### config.mk
export PLATFORM = sky130hd
export DESIGN_NAME = mem_access_sequencer
export DESIGN_NICKNAME = d
export VERILOG_FILES = /design/src/rtl/mem_access_sequencer_pkg.sv /design/src/rtl/mem_access_sequencer_wait_timer.sv /design/src/rtl/mem_access_sequencer.sv
export SDC_FILE = /design/constraint.sdc
export NUM_CORES = 1
export LEC_CHECK = 0
export CAP_MARGIN = 20
export CORE_MARGIN = 2
export CORE_UTILIZATION = 45
export CTS_CLUSTER_SIZE = 12
export DETAILED_ROUTE_END_ITERATION = 8
export PLACE_DENSITY = 0.75
export RECOVER_POWER = 25
export SLEW_MARGIN = 20
export SYNTH_ARGS = -nofsm -noshare
export SYNTH_HDL_FRONTEND = slang
export SYNTH_SLANG_ARGS = --single-unit
export TNS_END_PERCENT = 5
### constraint.sdc
create_clock -name clock -period 1.7 [get_ports clock]
set_input_delay 0.51 -clock clock [delete_from_list [all_inputs] [get_ports clock]]
set_output_delay 0.51 -clock clock [all_outputs]
set_load 0.02 [all_outputs]
### src/rtl/mem_access_sequencer_pkg.sv
// Shared types for the memory access sequencer: controller states and the
// default wait-state timeout.
package mem_access_sequencer_pkg;

   localparam int DEFAULT_TIMEOUT_CYCLES = 255;
   localparam int DEFAULT_TMR_W          = 8;

   typedef enum logic [3:0] {
      IDLE,
      F_ADDR,
      F_WAIT,
      F_IR,
      L_ADDR,
      L_WAIT,
      L_DATA,
      S_ADDR,
      S_DATA,
      S_WAIT,
      S_END,
      ERR
   } seq_state_t;

   function automatic logic is_wait_state(input seq_state_t s);
      return (s == F_WAIT) || (s == L_WAIT) || (s == S_WAIT);
   endfunction

endpackage

### src/rtl/mem_access_sequencer_wait_timer.sv
// Wait-state counter: restarts from zero, advances once per stalled cycle and
// flags when the last permitted stall cycle has been reached.
module mem_access_sequencer_wait_timer #(
   parameter int TMR_W          = 8,
   parameter int TIMEOUT_CYCLES = 255
) (
   input  logic clock,
   input  logic clear,
   input  logic restart,
   input  logic advance,
   output logic expired
);

   logic [TMR_W-1:0] count;

   // NOTE: sequential state uses non-blocking assignments so every register
   // samples the pre-edge value of every other register.
   always_ff @(posedge clock) begin
      if (!clear) begin
         count <= '0;
      end else if (restart) begin
         count <= '0;
      end else if (advance) begin
         count <= count + 1'b1;
      end
   end

   assign expired = (count == TMR_W'(TIMEOUT_CYCLES - 1));

endmodule

### src/rtl/mem_access_sequencer.sv
// Moore controller sequencing PC/MAR/MDR/IR strobes and the memory handshake
// for instruction fetch, data load and data store, with a wait-state timeout.
module mem_access_sequencer
   import mem_access_sequencer_pkg::*;
#(
   parameter int TIMEOUT_CYCLES = DEFAULT_TIMEOUT_CYCLES,
   parameter int TMR_W          = DEFAULT_TMR_W
) (
   input  logic clock,
   input  logic clear,
   input  logic fetch_req,
   input  logic load_req,
   input  logic store_req,
   input  logic mem_ready,
   input  logic err_ack,
   output logic pc_out,
   output logic mar_in,
   output logic inc_pc,
   output logic mdr_read,
   output logic mdr_in,
   output logic mdr_out,
   output logic ir_in,
   output logic mem_read,
   output logic mem_write,
   output logic busy,
   output logic done,
   output logic err_timeout
);

   seq_state_t state;
   seq_state_t next_state;
   logic       timer_expired;

   // The counter idles at zero outside the wait states, so it is already
   // cleared on the first cycle of any *_WAIT state.
   mem_access_sequencer_wait_timer #(
      .TMR_W          (TMR_W),
      .TIMEOUT_CYCLES (TIMEOUT_CYCLES)
   ) u_wait_timer (
      .clock   (clock),
      .clear   (clear),
      .restart (!is_wait_state(state)),
      .advance (is_wait_state(state) && !mem_ready),
      .expired (timer_expired)
   );

   always_ff @(posedge clock) begin
      if (!clear) begin
         state <= IDLE;
      end else begin
         state <= next_state;
      end
   end

   // NOTE: next_state gets a default before the case so no path leaves it
   // unassigned, which would otherwise infer a latch.
   always_comb begin
      next_state = state;
      case (state)
         IDLE: begin
            if (store_req) begin
               next_state = S_ADDR;
            end else if (load_req) begin
               next_state = L_ADDR;
            end else if (fetch_req) begin
               next_state = F_ADDR;
            end
         end
         F_ADDR: next_state = F_WAIT;
         F_WAIT: begin
            if (mem_ready) begin
               next_state = F_IR;
            end else if (timer_expired) begin
               next_state = ERR;
            end
         end
         F_IR:   next_state = IDLE;
         L_ADDR: next_state = L_WAIT;
         L_WAIT: begin
            if (mem_ready) begin
               next_state = L_DATA;
            end else if (timer_expired) begin
               next_state = ERR;
            end
         end
         L_DATA: next_state = IDLE;
         S_ADDR: next_state = S_DATA;
         S_DATA: next_state = S_WAIT;
         S_WAIT: begin
            if (mem_ready) begin
               next_state = S_END;
            end else if (timer_expired) begin
               next_state = ERR;
            end
         end
         S_END:  next_state = IDLE;
         ERR: begin
            if (err_ack) begin
               next_state = IDLE;
            end
         end
         default: next_state = IDLE;
      endcase
   end

   always_comb begin
      pc_out      = 1'b0;
      mar_in      = 1'b0;
      inc_pc      = 1'b0;
      mdr_read    = 1'b0;
      mdr_in      = 1'b0;
      mdr_out     = 1'b0;
      ir_in       = 1'b0;
      mem_read    = 1'b0;
      mem_write   = 1'b0;
      done        = 1'b0;
      busy        = (state != IDLE) && (state != ERR);
      err_timeout = (state == ERR);
      case (state)
         F_ADDR: begin
            pc_out = 1'b1;
            mar_in = 1'b1;
            inc_pc = 1'b1;
         end
         F_WAIT, L_WAIT: begin
            mem_read = 1'b1;
            mdr_read = 1'b1;
            mdr_in   = mem_ready;
         end
         F_IR: begin
            mdr_out = 1'b1;
            ir_in   = 1'b1;
            done    = 1'b1;
         end
         L_ADDR, S_ADDR: mar_in = 1'b1;
         L_DATA: begin
            mdr_out = 1'b1;
            done    = 1'b1;
         end
         S_DATA: mdr_in    = 1'b1;
         S_WAIT: mem_write = 1'b1;
         S_END:  done      = 1'b1;
         default: ;
      endcase
   end

endmodule

==> out/summary.json <==
{
  "antenna_found_initial": {"value": 0},
  "required": {"value": 1.19, "unit": "ns"},
  "largest_net_degree_at_the_start_of_global_routing": {"value": 16},
  "drive_gt1_share": {"value": 40.7, "unit": "%"},
  "min_path_type": {"value": "register to register"},
  "post_syn_instances": {"value": 115},
  "via_per_inst": {"value": 5.50},
  "drt_iter0_markers": {"value": 27},
  "numCtsBuffers": {"value": 3},
  "synth_seq_area_share": {"value": 26.7, "unit": "%"},
  "worstSetupEndpointType": {"value": "output pin"},
  "numPortBuffers": {"value": 18},
  "grt_usage": {"value": 20.2, "unit": "%"},
  "num_vias": {"value": 973},
  "routed_wl": {"value": 2260, "unit": "um"},
  "worst_path_arrival_time": {"value": 1.46, "unit": "ns"},
  "std_cell_rows": {"value": 16},
  "num_io_pins": {"value": 19},
  "clk_pin_slew_worst_paths": {"value": 0.07, "unit": "ns"},
  "grt_pass1_vias": {"value": 863},
  "place_area": {"value": 1220, "unit": "sq um"},
  "clk_latency": {"value": 0.27, "unit": "ns"},
  "synth_top_cells_by_area": {"value": "sky130_fd_sc_hd__dfxtp_1 (27%), sky130_fd_sc_hd__nor2_1 (5.8%), sky130_fd_sc_hd__xnor2_1 (4.9%)"},
  "die_width": {"value": 48.7, "unit": "um"},
  "num-nets-final": {"value": 161},
  "tritoncts": {"value": "done"},
  "period_minus_slack": {"value": 1.97, "unit": "ns"},
  "final_cell_area": {"value": 1300, "unit": "sq um"},
  "layout.core_utilization": {"value": 67.6, "unit": "%"},
  "floorplan.core_area": {"value": 1920, "unit": "sq um"},
  "syn_to_final_growth": {"value": 44.3, "unit": "%"},
  "cells_along_the_critical_path": {"value": "or3b_4 -> a21oi_4 -> nand2_1 -> o41ai_2 -> buf_2"},
  "violations": {"value": "setup timing"},
  "ys_async_sr_fraction": {"value": 0, "unit": "%"},
  "global_route.overflow_total": {"value": 0},
  "initial_core_utilization": {"value": 46.9, "unit": "%"},
  "drv_cap": {"value": 0},
  "cp-start-kind": {"value": "register"},
  "path_max_fanout": {"value": 2},
  "unrepaired_setup_endpoints_after_global_routing": {"value": "true"},
  "syn-num-nets": {"value": 124},
  "synthFlopType": {"value": "sky130_fd_sc_hd__dfxtp_1"},
  "root_buffer": {"value": "sky130_fd_sc_hd__clkbuf_4"},
  "hold_violations": {"value": 0},
  "synth_enable_flop_cells": {"value": 0},
  "full_die_area": {"value": 2380, "unit": "sq um"},
  "p_leak": {"value": 0.000531, "unit": "uW"},
  "cts.path.max_buffers": {"value": 2},
  "fraction_of_post_synthesis_cell_area_in_the_top_cell_type_by_area": {"value": 26.7, "unit": "%"},
  "timing.final.crit_share": {"value": 116, "unit": "%"},
  "cts-htree-levels": {"value": 1},
  "yosys.cell_types.count": {"value": 43},
  "avgRoutedWirePerCell": {"value": 12.8, "unit": "um"},
  "final_antenna_net_count": {"value": 0},
  "worstMarginPinSlew": {"value": 0.399, "unit": "ns"},
  "synthDominantAreaCellType": {"value": "sky130_fd_sc_hd__dfxtp_1"},
  "detailed_place_hpwl": {"value": 1660, "unit": "um"},
  "synthesis.area_per_instance": {"value": 7.83, "unit": "sq um"},
  "grt_first_pass_wirelength": {"value": 3820, "unit": "um"},
  "outcome": {"value": "finished with violations"},
  "timing.critical_path.slowest_cell_delay": {"value": 0.41, "unit": "ns"},
  "postLayoutSetupSlackWorst": {"value": -0.273, "unit": "ns"},
  "drv_slew": {"value": 0},
  "cts.hold.buffers_added": {"value": 0},
  "die_h": {"value": 48.7, "unit": "um"},
  "synth.cell_area": {"value": 901, "unit": "sq um"},
  "synth-seq-cells": {"value": 12},
  "timing.max_slew.rel_slack": {"value": 73.1, "unit": "%"},
  "rd_place_congestion": {"value": 0.864},
  "timing_worst_setup_path_type": {"value": "register to output pin"},
  "setup_violations": {"value": 13},
  "pwr_per_cell_area": {"value": 1250, "unit": "nW/um^2"},
  "vdd_drop_max": {"value": 0.845, "unit": "mV"},
  "skew": {"value": 0.00723, "unit": "ns"},
  "yosysWarningCount": {"value": 0},
  "clkSinkCount": {"value": 12},
  "maxClockFrequency": {"value": 0.507, "unit": "GHz"},
  "critical-path-slowest-cell": {"value": "sky130_fd_sc_hd__or3b_4"},
  "drt_first_pass_iters": {"value": 4},
  "diodes": {"value": 0},
  "filler_cell_count": {"value": 169},
  "drc_errors": {"value": 0}
}
-- worst paths after layout --
path	startpoint	to	slack, ns	cells after the start
hold reg to reg	u_wait_timer.count[5]	u_wait_timer.count[5]	0.53	2
setup reg to reg	state[1]	state[3]	0.04	7
setup / recovery	state[2]	mdr_in	-0.27	5
hold / removal	u_wait_timer.count[5]	u_wait_timer.count[5]	0.53	2
-- layout by cell type, fill, tap and decap left out, types with 3 or more instances in the layout --
cell,netlist,routed
sky130_fd_sc_hd__buf_2,4,4
sky130_fd_sc_hd__xnor2_1,5,3
sky130_fd_sc_hd__clkbuf_4,0,3
sky130_fd_sc_hd__nor2_1,14,14
sky130_fd_sc_hd__nand3_1,5,5
sky130_fd_sc_hd__nor2b_1,3,3
sky130_fd_sc_hd__a21oi_1,5,5
sky130_fd_sc_hd__dfxtp_1,12,10
sky130_fd_sc_hd__o21ai_0,6,5
sky130_fd_sc_hd__xor2_1,4,4
sky130_fd_sc_hd__nand2_1,7,7
sky130_fd_sc_hd__buf_6,1,3
sky130_fd_sc_hd__buf_4,2,28
sky130_fd_sc_hd__clkdlybuf4s50_1,0,6
-- critical path: cells and delay by family, from the launching register on --
family,cells,cell delay (ns)
flops,1,0.32
simple gates,2,0.49
compound gates,2,0.19
buf+inv,1,0.21
-- layer usage --
layer  part of all wire [%]  vias up  global-route usage [%]
met2                     46       28                    31.7
li1                       -      477                       -
met3                    7.6        2                    5.56
met1                     46      466                    28.3
met4                   0.44        0                    2.86
met5                      0        -                       0
-- layout make-up --
cell class | count | area [sq um] | share of cell area (%)
timing repair buffer | 42 | 329 | 25.3
sequential | 12 | 243 | 18.7
multi-input combinational | 89 | 657 | 50.5
tap | 27 | 33.8 | 2.60
clock buffer | 3 | 22.5 | 1.73
inverter | 4 | 15.0 | 1.15
-- metrics by stage --
step	power [uW]	hold WS [ns]	setup TNS, ns	std cells	setup WS, ns
6_report	1620	0.529	-1.98	177	-0.273
5_1_grt	1730	0.576	-2.91	177	-0.315
4_1_cts	1500	0.531	-2.36	173	-0.296
3_5_place_dp	1340	0.511	-5.81	170	-0.599
3_3_place_gp	1320	0.500	-5.39	170	-0.607
2_1_floorplan	974	0.479	-0.327	115	-0.0935
-- cell usage after synthesis, types with 2 or more instances --
master,count
sky130_fd_sc_hd__xor2_1,4
sky130_fd_sc_hd__nor2b_1,3
sky130_fd_sc_hd__ha_1,2
sky130_fd_sc_hd__a21oi_2,2
sky130_fd_sc_hd__dfxtp_1,12
sky130_fd_sc_hd__a21oi_1,5
sky130_fd_sc_hd__nor3b_1,3
sky130_fd_sc_hd__clkbuf_1,3
sky130_fd_sc_hd__nand3_1,5
sky130_fd_sc_hd__nand4_1,2
sky130_fd_sc_hd__nand2_1,7
sky130_fd_sc_hd__nand2b_1,2
sky130_fd_sc_hd__xnor2_1,5
sky130_fd_sc_hd__inv_1,2
sky130_fd_sc_hd__buf_2,4
sky130_fd_sc_hd__o22a_1,2
sky130_fd_sc_hd__nor3_1,2
sky130_fd_sc_hd__o21ai_0,6
sky130_fd_sc_hd__a21o_1,2
sky130_fd_sc_hd__inv_2,2
sky130_fd_sc_hd__o41ai_1,2
sky130_fd_sc_hd__nor2_1,14
sky130_fd_sc_hd__buf_4,2
sky130_fd_sc_hd__and3_1,3
-- registers in the layout (all words and copies together) (netlist names) --
register / count
u_wait_timer.count: 8
state: 4
-- cell families after synthesis --
family | count (synthesis) | synth area share [%]
fa+ha+maj | 2 | 2.78
buf+inv | 14 | 8.06
flops | 12 | 26.7
compound gates | 27 | 21.3
simple gates | 51 | 32.5
xor+xnor | 9 | 8.75
-- power by group --
part | internal (uW) | switching, uW | total, uW
sequential | 316 | 21.3 | 337
clock | 81.8 | 82.2 | 164
combinational | 545 | 574 | 1120
total | 943 | 677 | 1620
-- repair_timing --
item	in CTS	in global routing
setup endpoints to repair	13	15
buffers inserted	0	4
pin swaps	4	3
resized for setup	60	15
No activity file was read; power rests on OpenSTA's default activity.
